**config.mk**
```make
export PLATFORM = sky130hd
export DESIGN_NAME = midi_cmd_parser
export DESIGN_NICKNAME = d
export VERILOG_FILES = /design/src/rtl/midi_pkg.sv /design/src/rtl/midi_cmd_parser.sv
export SDC_FILE = /design/constraint.sdc
export NUM_CORES = 1
export LEC_CHECK = 0
export ABC_AREA = 1
export BUFFER_PORTS_ARGS = -buffer_cell sky130_fd_sc_hd__buf_2
export CAP_MARGIN = 20
export CORE_UTILIZATION = 54
export DETAILED_ROUTE_END_ITERATION = 16
export GPL_ROUTABILITY_DRIVEN = 0
export HOLD_SLACK_MARGIN = 0.03
export PLACE_DENSITY_LB_ADDON = 0.1
export SYNTH_ARGS = -nofsm -noshare
export SYNTH_HDL_FRONTEND = slang
export SYNTH_SLANG_ARGS = --single-unit
```
**constraint.sdc**
```tcl
create_clock -name clk -period 1.55 [get_ports clk]
set_input_delay 0.2325 -clock clk [delete_from_list [all_inputs] [get_ports clk]]
set_output_delay 0.2325 -clock clk [all_outputs]
set_load 0.02 [all_outputs]
```
**src/rtl/midi_pkg.sv**
```systemverilog
// Shared MIDI constants and parser state encoding.
// Used by the command parser and the bank manager decode.
package midi_pkg;

  localparam logic [3:0] NOTE_OFF = 4'h8;
  localparam logic [3:0] NOTE_ON  = 4'h9;
  localparam logic [3:0] CC       = 4'hB;
  localparam logic [3:0] PROG     = 4'hC;
  localparam logic [3:0] CHPRESS  = 4'hD;

  localparam logic [6:0] CC_ALL_NOTES_OFF = 7'd123;
  localparam logic [6:0] CC_ALL_SOUND_OFF = 7'd120;
  localparam logic [6:0] STOP_ALL_NOTE    = 7'h7F;

  typedef enum logic [1:0] {
    IDLE    = 2'd0,
    WAIT_D1 = 2'd1,
    WAIT_D2 = 2'd2,
    SKIP    = 2'd3
  } state_t;

endpackage

```
**src/rtl/midi_cmd_parser.sv**
```systemverilog
// MIDI byte stream to single-cycle 16-bit note command pulses.
// Running status, real-time skipping, channel filter, all-notes-off.
module midi_cmd_parser
  import midi_pkg::*;
#(
  parameter int unsigned CHANNEL = 0,
  parameter bit          OMNI    = 1'b0
) (
  input  logic        clk,
  input  logic        reset,
  input  logic [7:0]  i_byte,
  input  logic        i_byte_valid,
  output logic [15:0] o_data,
  output logic        o_valid,
  output logic [7:0]  o_dropped
);

  state_t      state;
  logic [7:0]  rs;
  logic        rs_valid;
  logic [6:0]  d1;

  logic        is_rt;
  logic        is_sys;
  logic        is_stat;
  logic        is_data;
  logic [3:0]  rs_type;
  logic        ch_ok;
  logic        acc;
  logic        one_byte;
  logic [6:0]  dbyte;

  logic        ev_valid;
  logic [15:0] ev_data;
  logic        ev_drop;
  logic        drop_inc;

  assign is_rt   = &i_byte[7:3];
  assign is_sys  = (i_byte[7:3] == 5'b11110);
  assign is_stat = i_byte[7] && (i_byte[7:4] != 4'hF);
  assign is_data = !i_byte[7];
  assign dbyte   = i_byte[6:0];

  assign rs_type  = rs[7:4];
  assign ch_ok    = OMNI || (rs[3:0] == 4'(CHANNEL));
  assign one_byte = (rs_type == PROG) || (rs_type == CHPRESS);
  assign acc      = ch_ok && ((rs_type == NOTE_OFF) ||
                              (rs_type == NOTE_ON)  ||
                              (rs_type == CC));

  // Outcome of a message completed by the current data byte
  always_comb begin
    ev_valid = 1'b0;
    ev_data  = '0;
    ev_drop  = 1'b0;
    if (acc) begin
      unique case (rs_type)
        NOTE_ON, NOTE_OFF: begin
          if (d1 == 7'h00 || d1 == STOP_ALL_NOTE) begin
            ev_drop = 1'b1;
          end else if (rs_type == NOTE_ON && dbyte != 7'h00) begin
            ev_valid = 1'b1;
            ev_data  = {1'b1, d1, 1'b0, dbyte};
          end else begin
            ev_valid = 1'b1;
            ev_data  = {1'b0, d1, 8'h00};
          end
        end
        CC: begin
          if (d1 == CC_ALL_NOTES_OFF || d1 == CC_ALL_SOUND_OFF) begin
            ev_valid = 1'b1;
            ev_data  = {1'b0, STOP_ALL_NOTE, 8'h00};
          end
        end
        default: ;
      endcase
    end
  end

  // A status byte arriving in WAIT_D2 abandons a half-received message
  assign drop_inc = i_byte_valid && (state == WAIT_D2) &&
                    (is_stat || (is_data && ev_drop));

  always_ff @(posedge clk) begin
    if (reset) begin
      state     <= IDLE;
      rs        <= '0;
      rs_valid  <= 1'b0;
      d1        <= '0;
      o_data    <= '0;
      o_valid   <= 1'b0;
      o_dropped <= '0;
    end else begin
      o_valid <= 1'b0;
      o_data  <= '0;
      if (drop_inc && o_dropped != 8'hFF) begin
        o_dropped <= o_dropped + 8'd1;
      end
      if (i_byte_valid) begin
        unique case (1'b1)
          is_rt: ;
          is_sys: begin
            state    <= SKIP;
            rs_valid <= 1'b0;
          end
          is_stat: begin
            rs       <= i_byte;
            rs_valid <= 1'b1;
            state    <= WAIT_D1;
          end
          is_data: begin
            unique case (state)
              IDLE, WAIT_D1: begin
                if (state == WAIT_D1 || rs_valid) begin
                  if (one_byte) begin
                    state <= WAIT_D1;
                  end else begin
                    d1    <= dbyte;
                    state <= WAIT_D2;
                  end
                end
              end
              WAIT_D2: begin
                o_valid <= ev_valid;
                o_data  <= ev_data;
                state   <= WAIT_D1;
              end
              SKIP: ;
            endcase
          end
        endcase
      end
    end
  end

endmodule

```
# Yosys cells after proc, flatten, opt, wreduce, memory -nomap -nowiden
# Cells that the tools add are included.
# op_classes
n_eq_ne	15
addsub	1
n_bitwise	5
mux	16
n_reduce_logical	28
# op_table
cell	count
16-bit 2-to-1 mux	2
16-bit case mux with 2 select lines	1
7-bit == test (second input constant)	3
4-bit == test (second input constant)	5
15-bit 2-to-1 mux	1
8-bit by 1-bit adder with 8-bit output (second input constant)	1
4-bit inequality test (second input constant)	2
8-bit inequality test (second input constant)	1
1-bit logical AND	7
7-bit zero test	1
1-bit logical OR	7
7-bit nonzero test	1
2-bit 2-to-1 mux	3
2-bit case mux with 3 select lines	1
5-bit == test (second input constant)	1
1-bit 2-to-1 mux	5
1-bit NOT	5
5-bit AND reduction	1
5-bit OR reduction	1
4-bit zero test	1
4-bit by 2-bit inequality test with 1-bit output (second input constant)	1
1-bit case mux with 2 select lines	2
2-bit case mux with 2 select lines	1
2-bit AND reduction	2
8 further kinds	9
# word_totals
word_cells	72
out_inout_bits	25
inputBits	11
reg_bits	43

# Depth between registers and ports, before layout
# Gate-level depths: netlist of run 1.
# depth
ltp_word	9
mapped_depth	11
mapped_depth_nobuf	10

# Worst setup path before layout of run 1
# No wires, ideal clock.
# synth_path
kind	register to register
start	register o_dropped[0]
end	register o_dropped[0]
synth_period_minus_slack_ns	1.511
arrival_ns	1.401
slack_ns	0.039
n_path_buf	0
setup_ns	0.110
path_stages_with_launch	9
t_required_ns	1.440
cell_sequence	dfxtp_1 ha_1 nand2_1 nor3_4 nand3_1 nand3_1 nand2_1 inv_1 nor2_1
# synth_via
elab_chain_cells	2
word_cells_on_any_way	3
cone_classes	1 x add/sub; 1 x eq/ne; 1 x reduce/logical
# synth_lines
item	line_no	source
start: declaration	midi_cmd_parser.sv:15	output logic [7:0] o_dropped
start signal: assignment	midi_cmd_parser.sv:97	o_dropped <= o_dropped + 8'd1;
parallel branches: the longest is 2 deep, another holds 8-bit by 1-bit adder with 8-bit output	n/a	
# Several ways; the timed one is not identified.
# A chain may end at the register's enable or synchronous reset.

# Worst setup path after layout of run 1
# layout_path
start	register o_dropped[0]
end	register o_dropped[7]
# Same word-level chain as after synthesis.

==> flow_summary.yaml, run 1 <==
worst_hold_path:
  hold_class: "in2reg"
  min_path_cells: 2
  hold_start: "reset"
drt:
  drcViolationCount: 0
  ant_nets: 0
  avgRoutedWirePerCell_um: 10.2
  vias_per_cell: 4.84
  drt_iter0_markers: 106
  routed_wl_um: 3490
  vias: 1650
  drt_pass1_iterations: 4
setup_path:
  crit_type: "reg2reg"
  cp_num_buf_inv: 2
  worstSetupPathDepth: 10
  slowest_delay_ns: 0.33
  critical_path.top_delay_family: "simple AND/OR/NAND/NOR gates"
  reg2reg_from: "o_dropped[0]$_SDFFE_PP0P_"
  r2r_cells: 10
  end_kind: "flip-flop"
  r2r_slack_ns: 0.12
  arrival_ns: 1.73
  required_ns: 1.86
  startpoint: "o_dropped[0]$_SDFFE_PP0P_"
  cp_cell_sequence: "ha_1 -> nand2_1 -> inv_1 -> nand3_1 -> nand2_1 -> nor2_1 -> nand3_1 -> nand2_1 -> inv_1 -> nor2_1"
  cp_slowest_cell: "dfxtp_1"
  cpMostUsedCell: "nand2_1"
  cp_max_fo: 3
  critical_path.startpoint_type: "flip-flop"
sta:
  maxSlewViolCount: 0
  finalCriticalPeriod_ns: 1.43
  skew_ns: 0.00528
  period_share_pct: 92.1
  setup_violations: 0
  max_freq_ghz: 0.700
  hold_viol: 0
  whs_ns: 0.0816
placement:
  placed_cells_incl_taps: 332
  place_hpwl_um: 2620
  port_buffers: 34
cts:
  clk_latency_ns: 0.36
  ctsHoldBuffers: 0
  cts_buffers: 5
  cts_tree: "built"
  clk_pin_slew_ns: 0.12
  cts_max_level: 2
  clock_path_buffers: 2
  root_buffer: "clkbuf_4"
  cts.sinks: 42
synthesis:
  synth_compound_area_share_pct: 12.3
  post_synth_fa_ha_maj_area_fraction_pct: 0.686
  synth_top_area_share_pct: 46.1
  synth-seq-cells: 42
  synth.distinct_cells: 26
  yosys.area_share.simple_pct: 27.8
  synth.avg_cell_area_um2: 7.13
  ys_seq_area_share_pct: 46.1
  syn_area_um2: 1820
  synthMuxAreaShare_pct: 0
  synth_top_family_by_area: "simple AND/OR/NAND/NOR gates"
  synth-xor-area-share_pct: 0.480
  synth_fp_nets: 268
  yosys.area.top_type: "dfxtp_1"
  yosysWarnings: 0
  synth_cells: 256
  synthTopCellsByArea: "dfxtp_1 (46%), inv_1 (9.9%), nand2_1 (8.6%)"
cells_and_area:
  diodes: 0
  area_growth_pct: 16.2
  drive_gt1_share_pct: 20.2
  final_nets: 308
  final_cells: 341
power:
  power_density_nw_per_um2: 913
  p_sw_uw: 522
  sequentialPowerShare_pct: 58.8
  combPwrFrac_pct: 11.4
  p_int_mw: 1.41
  clkPwrFrac_pct: 29.8
  swShare_pct: 27.0
  leakagePower_nw: 1.06
  ir_worst_vdd_v: 0.000714
floorplan:
  die-area_um2: 3610
  initial_utilization_pct: 58.3
  die_y_um: 60.1
  io-pin-count: 36
  rows: 20
  core_um2: 3130
  die_w_um: 60.1
grt:
  antenna_found_initial: 0
  grt_pass1_vias: 1354
  grt_pass1_wl_um: 5710
  grt_max_degree: 23
  grt_usage_pct: 21.8
  overflow: 0
flow_run:
  max_cap_violations: 0
run_status:
  status: "finished clean"
## cells by family (layout without fill, tap and decap cells)
family / after synthesis / count (layout)
AO/OA/AOI/OAI: 43 / 43
XOR/XNOR: 1 / 1
adder cells (fa/ha/maj): 1 / 1
buffers and inverters: 56 / 97
flip-flops: 42 / 42
other: 1 / 1
AND/OR/NAND/NOR: 112 / 112
## cell usage after synthesis
cell,number
inv_1,48
dfxtp_1,42
nand2_1,42
nor2_1,37
a21oi_1,20
o21ai_0,20
nand3_1,11
nand4_1,11
nor2_2,3
nor3_1,3
buf_4,2
inv_2,2
nand3_2,2
a211oi_1,1
buf_1,1
buf_2,1
buf_6,1
clkbuf_1,1
conb_1,1
ha_1,1
nand2_2,1
nand2_4,1
nor3_4,1
o21a_1,1
o21ai_2,1
xnor2_1,1
## final cells by class
| class | count | area, um2 |
|---|---|---|
| multi-input combinational | 158 | 764 |
| clock inverter | 2 | 12.5 |
| fill | 281 | 1010 |
| inverter | 50 | 188 |
| tap | 44 | 55.1 |
| timing repair buffer | 39 | 208 |
| clock buffer | 6 | 51.3 |
| sequential | 42 | 841 |
## registers in the layout, summed over array words and instances, names as in the netlist
register and flops:
o_data 15, o_dropped 8, rs 8, d1 7
state 2, o_valid 1, rs_valid 1
## cell usage in the layout, fill, tap and decap left out, drive strengths merged
master	instances
inv	50
nand2	44
dfxtp	42
nor2	40
buf	39
o21ai	21
a21oi	20
nand3	13
nand4	11
clkbuf	6
nor3	4
o21a	1
a211oi	1
xnor2	1
ha	1
conb	1
clkinvlp	1
clkinv	1
## final timing paths
check,to
hold / removal,rs[7]$_SDFFE_PP0P_
hold reg to reg,state[1]$_SDFFE_PP0P_
setup reg to reg,o_dropped[7]$_SDFFE_PP0P_
setup / recovery,o_dropped[7]$_SDFFE_PP0P_
## power by group through the flow
stage | combinational, mW | sequential (mW) | clock (mW)
3_3_place_gp | 0.205 | 1.16 | 0
2_1_floorplan | 0.153 | 1.16 | 0
5_1_grt | 0.249 | 1.14 | 0.650
4_1_cts | 0.210 | 1.14 | 0.595
6_report | 0.221 | 1.14 | 0.577
3_5_place_dp | 0.207 | 1.16 | 0
## per-stage QoR
stage | instance area, um2 | util, % | power [mW] | TNS, ns | setup slack, ns
6_report | 2120 | 67.8 | 1.94 | 0 | 0.122
5_1_grt | 2120 | 67.8 | 2.04 | -0.00342 | -0.00342
4_1_cts | 2100 | 67.3 | 1.94 | 0 | 0.0849
3_5_place_dp | 2040 | 65.2 | 1.37 | 0 | 0.106
3_3_place_gp | 2040 | 65.2 | 1.37 | 0 | 0.170
2_1_floorplan | 1820 | - | 1.31 | 0 | 0.0392
## routing by layer
| layer | up-vias | part of all wire, % | track usage, % |
|---|---|---|---|
| met5 | - | 0 | 0 |
| met4 | 0 | 1.9 | 8.64 |
| met3 | 6 | 4.1 | 9.31 |
| met2 | 29 | 46 | 32.5 |
| met1 | 729 | 48 | 27.6 |
| li1 | 886 | - | - |
## what timing repair did
action                     in CTS  in global routing
setup buffers                   0                  1
gates resized for setup         0                  3
setup endpoints to repair       0                  8
No activity file was read; power rests on OpenSTA's default activity.
==> inputs of run 2 (changes only) <==
==> constraint.sdc (replaced) <==
create_clock -name clk -period 1.55 [get_ports clk]
set_input_delay 0.0775 -clock clk [delete_from_list [all_inputs] [get_ports clk]]
set_output_delay 0.0775 -clock clk [all_outputs]
set_load 0.02 [all_outputs]
==> run 2 against run 1 <==
Net effect:
- global-route usage grew 1.2 points
- first-iteration DRC count shrank 7.5%
- critical endpoint unchanged
- clock skew grew 0.0045 ns
- non-clock buffer count is 7 higher
- final cell count rose by 2.1%
- flip-flop and latch count is the same
- sequential power about the same
==> flow_summary.yaml, run 2 (synthesis gave the netlist of run 1 again) <==
cts:
  root_buffer: "clkbuf_4"
  clk_latency_ns: 0.37
  cts.sinks: 42
  clock_path_buffers: 2
  cts_buffers: 5
  clk_pin_slew_ns: 0.12
  cts_max_level: 2
  cts_tree: "built"
placement:
  port_buffers: 34
  place_hpwl_um: 2610
  dpl_cell_area_um2: 2040
  placed_cells_incl_taps: 332
flow_run:
  max_cap_violations: 0
grt:
  overflow: 0
  grt_pass1_wl_um: 6090
  grt_max_degree: 23
  grt_pass1_vias: 1434
  grt_usage_pct: 23.1
  antenna_found_initial: 0
sta:
  hold_viol: 0
  period_share_pct: 90.0
  setup_violations: 0
  rsz0062_at_grt: "false"
  setup-tns-final_ns: 0
  max_freq_ghz: 0.717
  skew_ns: 0.00976
  finalCriticalPeriod_ns: 1.40
  maxSlewViolCount: 0
floorplan:
  rows: 20
  die-area_um2: 3610
  initial_utilization_pct: 58.3
  die_y_um: 60.1
  core_um2: 3130
  die_w_um: 60.1
  io-pin-count: 36
cells_and_area:
  diodes: 0
  final_area_um2: 2190
  final_cells: 348
  drive_gt1_share_pct: 19.1
  largest-register: "o_data"
  largest_registers: "o_data x15, o_dropped x8, rs x8"
  final_common_cell: "inv_1"
  largest_reg_flops: 15
  final_nets: 315
  mostFrequentLayoutCells: "inv_1 (48), dfxtp_1 (42), nand2_1 (41), nor2_1 (37), buf_2 (34)"
  utilization_pct: 70.0
  area_growth_pct: 20.0
  fillCellCount: 272
power:
  combPwrFrac_pct: 11.7
  ir_worst_vdd_v: 0.000716
  clkPwrFrac_pct: 29.7
  p_sw_uw: 522
  p_int_mw: 1.42
  leakagePower_nw: 1.09
  power_density_nw_per_um2: 887
  sequentialPowerShare_pct: 58.6
  swShare_pct: 26.9
setup_path:
  required_ns: 1.87
  end_kind: "flip-flop"
  crit-reg2reg-capture: "o_dropped[7]$_SDFFE_PP0P_"
  r2r_slack_ns: 0.15
  critical_path.startpoint_type: "flip-flop"
  crit_type: "reg2reg"
  arrival_ns: 1.71
  cp_max_fo: 3
  r2r_cells: 10
  reg2reg_from: "o_dropped[0]$_SDFFE_PP0P_"
drt:
  drt_pass1_iterations: 4
  vias_per_cell: 4.86
  drcViolationCount: 0
  drt_iter0_markers: 98
  vias: 1692
  routed_wl_um: 3650
  ant_nets: 0
  avgRoutedWirePerCell_um: 10.5
worst_hold_path:
  min_path_cells: 4
  hold_class: "in2reg"
  min_to: "rs_valid$_SDFFE_PP0P_"
  hold_start: "i_byte_valid"
run_status:
  status: "finished clean"
run 2: cell count changes in the layout (fill, tap and decap cells not counted), sizes merged:
cell	change
clkinvlp	-1
clkbuf	+1
buf	-1
dlygate4sd3	+8
run 2: metrics by stage:
stage          power (mW)  setup slack [ns]  hold slack (ns)
4_1_cts              1.95             0.102            0.133
6_report             1.94             0.155            0.145
5_1_grt              2.04          0.000197            0.169
2_1_floorplan        1.31            0.0392            0.147
3_5_place_dp         1.37             0.123            0.316
3_3_place_gp         1.37             0.170            0.315
run 2: power by group through the flow:
stage                     Combinational (mW)  Sequential (mW)  Clock (mW)
final                                  0.227             1.14       0.576
after global routing                   0.258             1.14       0.637
after CTS                              0.225             1.14       0.583
after detailed placement               0.208             1.16           0
after global placement                 0.205             1.16           0
after floorplan                        0.153             1.16           0
run 2: final cells by class:
cell class,instances,area [um2],area share [%]
clock buffer,7,55.1,2.52
clock inverter,1,5.00,0.229
inverter,50,188,8.58
multi-input combinational,158,764,34.9
sequential,42,841,38.4
tap,44,55.1,2.52
timing repair buffer,46,280,12.8
run 2: how the worst max path moves through the flow:
stage	start	end	cells past startpoint
final	o_dropped[0]$_SDFFE_PP0P_	o_dropped[7]$_SDFFE_PP0P_	10
after global routing	state[1]$_SDFFE_PP0P_	o_data[5]$_SDFF_PP0_	8
after CTS	o_dropped[1]$_SDFFE_PP0P_	o_dropped[1]$_SDFFE_PP0P_	8
after detailed placement	o_dropped[1]$_SDFFE_PP0P_	o_dropped[1]$_SDFFE_PP0P_	8
after global placement	o_dropped[1]$_SDFFE_PP0P_	o_dropped[1]$_SDFFE_PP0P_	8
after floorplan	o_dropped[0]$_SDFFE_PP0P_	o_dropped[0]$_SDFFE_PP0P_	8
run 2: routing by layer:
metal / wire, um / up-vias / GRT usage [%]
met5: 0 / - / 0
met4: 57 / 0 / 7.97
met3: 166 / 5 / 9.09
met2: 1660 / 34 / 34.1
met1: 1770 / 756 / 30.4
li1: - / 897 / -
run 2: worst max-delay path, cell delays in order (launching register included):
cell and delay [ns]:
dfxtp_1 0.33, ha_1 0.21, nand2_1 0.14, inv_1 0.08, nand3_1 0.10, nand2_1 0.09
nor2_1 0.13, nand3_1 0.09, nand2_1 0.06, inv_1 0.03, nor2_1 0.08
run 2: repair_timing:
action | in CTS | in global routing
gates resized for setup | 0 | 3
setup endpoints to repair | 0 | 9
endpoints found under the hold margin | 18 | 0
hold buffers | 8 | 0
setup buffers | 0 | 0
==> inputs of run 3 (changes only) <==
--- a/config.mk
+++ b/config.mk
@@ -6,10 +6,11 @@
 export NUM_CORES = 1
 export LEC_CHECK = 0
 export ABC_AREA = 1
-export BUFFER_PORTS_ARGS = -buffer_cell sky130_fd_sc_hd__buf_2
 export CAP_MARGIN = 20
-export CORE_UTILIZATION = 54
+export CORE_ASPECT_RATIO = 2
+export CORE_UTILIZATION = 60
 export DETAILED_ROUTE_END_ITERATION = 16
+export DONT_BUFFER_PORTS = 1
 export GPL_ROUTABILITY_DRIVEN = 0
 export HOLD_SLACK_MARGIN = 0.03
 export PLACE_DENSITY_LB_ADDON = 0.1
==> constraint.sdc (replaced) <==
create_clock -name clk -period 1.4 [get_ports clk]
set_input_delay 0.07 -clock clk [delete_from_list [all_inputs] [get_ports clk]]
set_output_delay 0.07 -clock clk [all_outputs]
set_load 0.02 [all_outputs]
==> run 3 against run 2 <==
Net effect:
- total power grew 27%
- combinational power is 17% higher
- core utilization grew 7.1 points
- first-iteration DRC count shrank 65%
- critical path type unchanged
- critical endpoint is now o_dropped[6]$_SDFFE_PP0P_
- largest cell class unchanged
- largest power group unchanged
==> flow_summary.yaml, run 3 (synthesis gave the netlist of run 1 again) <==
cells_and_area:
  final_common_cell: "inv_1"
  largest_registers: "o_data x15, o_dropped x8, rs x8"
  largest_reg_flops: 15
  mostFrequentLayoutCells: "inv_1 (46), dfxtp_1 (36), nand2_1 (35), nor2_1 (31)"
  largest-register: "o_data"
  utilization_pct: 77.1
  diodes: 0
  area_growth_pct: 22.9
  drive_gt1_share_pct: 21.8
  final_nets: 295
drt:
  drt_iter0_markers: 34
  vias: 1628
  drt_pass1_iterations: 4
  routed_wl_um: 4000
  vias_per_cell: 5.18
  ant_nets: 0
  avgRoutedWirePerCell_um: 12.7
  drcViolationCount: 0
sta:
  setup-tns-final_ns: 0
  finalCriticalPeriod_ns: 1.33
  setup_violations: 0
  hold_viol: 0
  rsz0062_at_grt: "true"
  period_share_pct: 95.1
  skew_ns: 0.00451
  max_freq_ghz: 0.751
  maxSlewViolCount: 0
setup_path:
  reg2reg_from: "d1[0]$_SDFFE_PP0P_"
  startpoint: "d1[0]$_SDFFE_PP0P_"
  end_kind: "flip-flop"
  critical_path.startpoint_type: "flip-flop"
  required_ns: 1.64
  arrival_ns: 1.57
  crit_type: "reg2reg"
  cp_max_fo: 7
flow_run:
  max_cap_violations: 0
cts:
  clk_latency_ns: 0.29
  clk_pin_slew_ns: 0.08
  cts_max_level: 2
  clock_path_buffers: 2
  root_buffer: "clkbuf_8"
  cts_buffers: 5
  cts.sinks: 42
  cts_tree: "built"
worst_hold_path:
  hold_start: "i_byte_valid"
  hold_class: "in2reg"
power:
  sequentialPowerShare_pct: 51.3
  ir_worst_vdd_v: 0.000942
  swShare_pct: 24.1
  power_density_nw_per_um2: 1100
  leakagePower_nw: 1.03
  p_int_mw: 1.87
  clkPwrFrac_pct: 38.0
  combPwrFrac_pct: 10.7
  p_sw_uw: 595
  power.total_mw: 2.47
grt:
  grt_pass1_vias: 1512
  grt_busiest_layer: "met2"
  grt_max_degree: 23
  use_met1_pct: 23.0
  use_met2_pct: 50.0
  antenna_found_initial: 0
  grt_pass1_wl_um: 5950
  overflow: 0
  gr-usage-met3_pct: 5.85
  grt_usage_pct: 26.4
floorplan:
  die_y_um: 80.0
  die_w_um: 41.0
  core_um2: 2910
  io-pin-count: 36
  rows: 28
  initial_utilization_pct: 62.7
  die-area_um2: 3280
placement:
  port_buffers: 0
  place_hpwl_um: 2930
run_status:
  status: "finished clean"
==> run 3: cell count changes in the layout (fill, tap and decap cells not counted), moves of 4 or more <==
cell,before,now
nand2_1,41,35
nand2_2,2,8
clkbuf_4,5,0
nor2_1,37,31
nor2_2,3,8
dfxtp_1,42,36
clkbuf_8,1,5
buf_2,34,0
dfxtp_2,0,6
buf_4,4,16
==> run 3: layer usage <==
layer	routed length, um	vias to the layer above
li1	-	856
met1	1390	734
met2	2380	32
met3	153	6
met4	73	0
met5	0	-
==> run 3: worst paths after layout <==
check / endpoint / slack (ns) / depth (start not counted)
worst min register to register: state[1]$_SDFFE_PP0P_ / 0.47 / 2
worst max register to register: o_dropped[6]$_SDFFE_PP0P_ / 0.07 / 10
worst max-delay path: o_dropped[6]$_SDFFE_PP0P_ / 0.07 / 10
worst min-delay path: rs_valid$_SDFFE_PP0P_ / 0.07 / 3
==> run 3: area by class of cell <==
type	count	area, um2
inverter	50	188
clock inverter	2	37.5
multi-input combinational	159	838
sequential	42	848
timing repair buffer	25	220
fill	231	666
tap	30	37.5
clock buffer	6	72.6
==> run 3: critical path, cell delays in order, from the launching register on <==
cell,delay (ns)
dfxtp_2,0.34
nor2_2,0.12
nand2_1,0.08
o21ai_2,0.17
nand2_2,0.10
nand2_4,0.12
buf_4,0.12
nand3_2,0.05
nand2_1,0.06
inv_1,0.03
nor2_1,0.08
==> run 3: repair_timing <==
action / in CTS / in global routing
pin swaps: 0 / 7
setup buffers: 0 / 2
endpoints found under the setup margin: 1 / 21
endpoints found under the hold margin: 23 / 0
cloned: 0 / 1
gates resized for setup: 1 / 25
hold buffers: 8 / 0
==> run 3: power groups by stage <==
stage,logic [mW],clock network [mW],registers (mW)
6_report,0.265,0.937,1.27
2_1_floorplan,0.170,0,1.29
3_3_place_gp,0.213,0,1.29
5_1_grt,0.295,0.998,1.27
4_1_cts,0.241,0.957,1.26
3_5_place_dp,0.218,0,1.29
==> run 3: metrics by stage <==
step	area, um2	setup WS (ns)	cells	hold slack (ns)
2_1_floorplan	1830	0.0123	256	0.139
3_3_place_gp	1960	0.0393	295	0.141
3_5_place_dp	1960	-0.00817	295	0.143
4_1_cts	2150	0.000571	311	0.0617
5_1_grt	2240	-0.0174	314	0.0692
6_report	2240	0.0692	314	0.0672
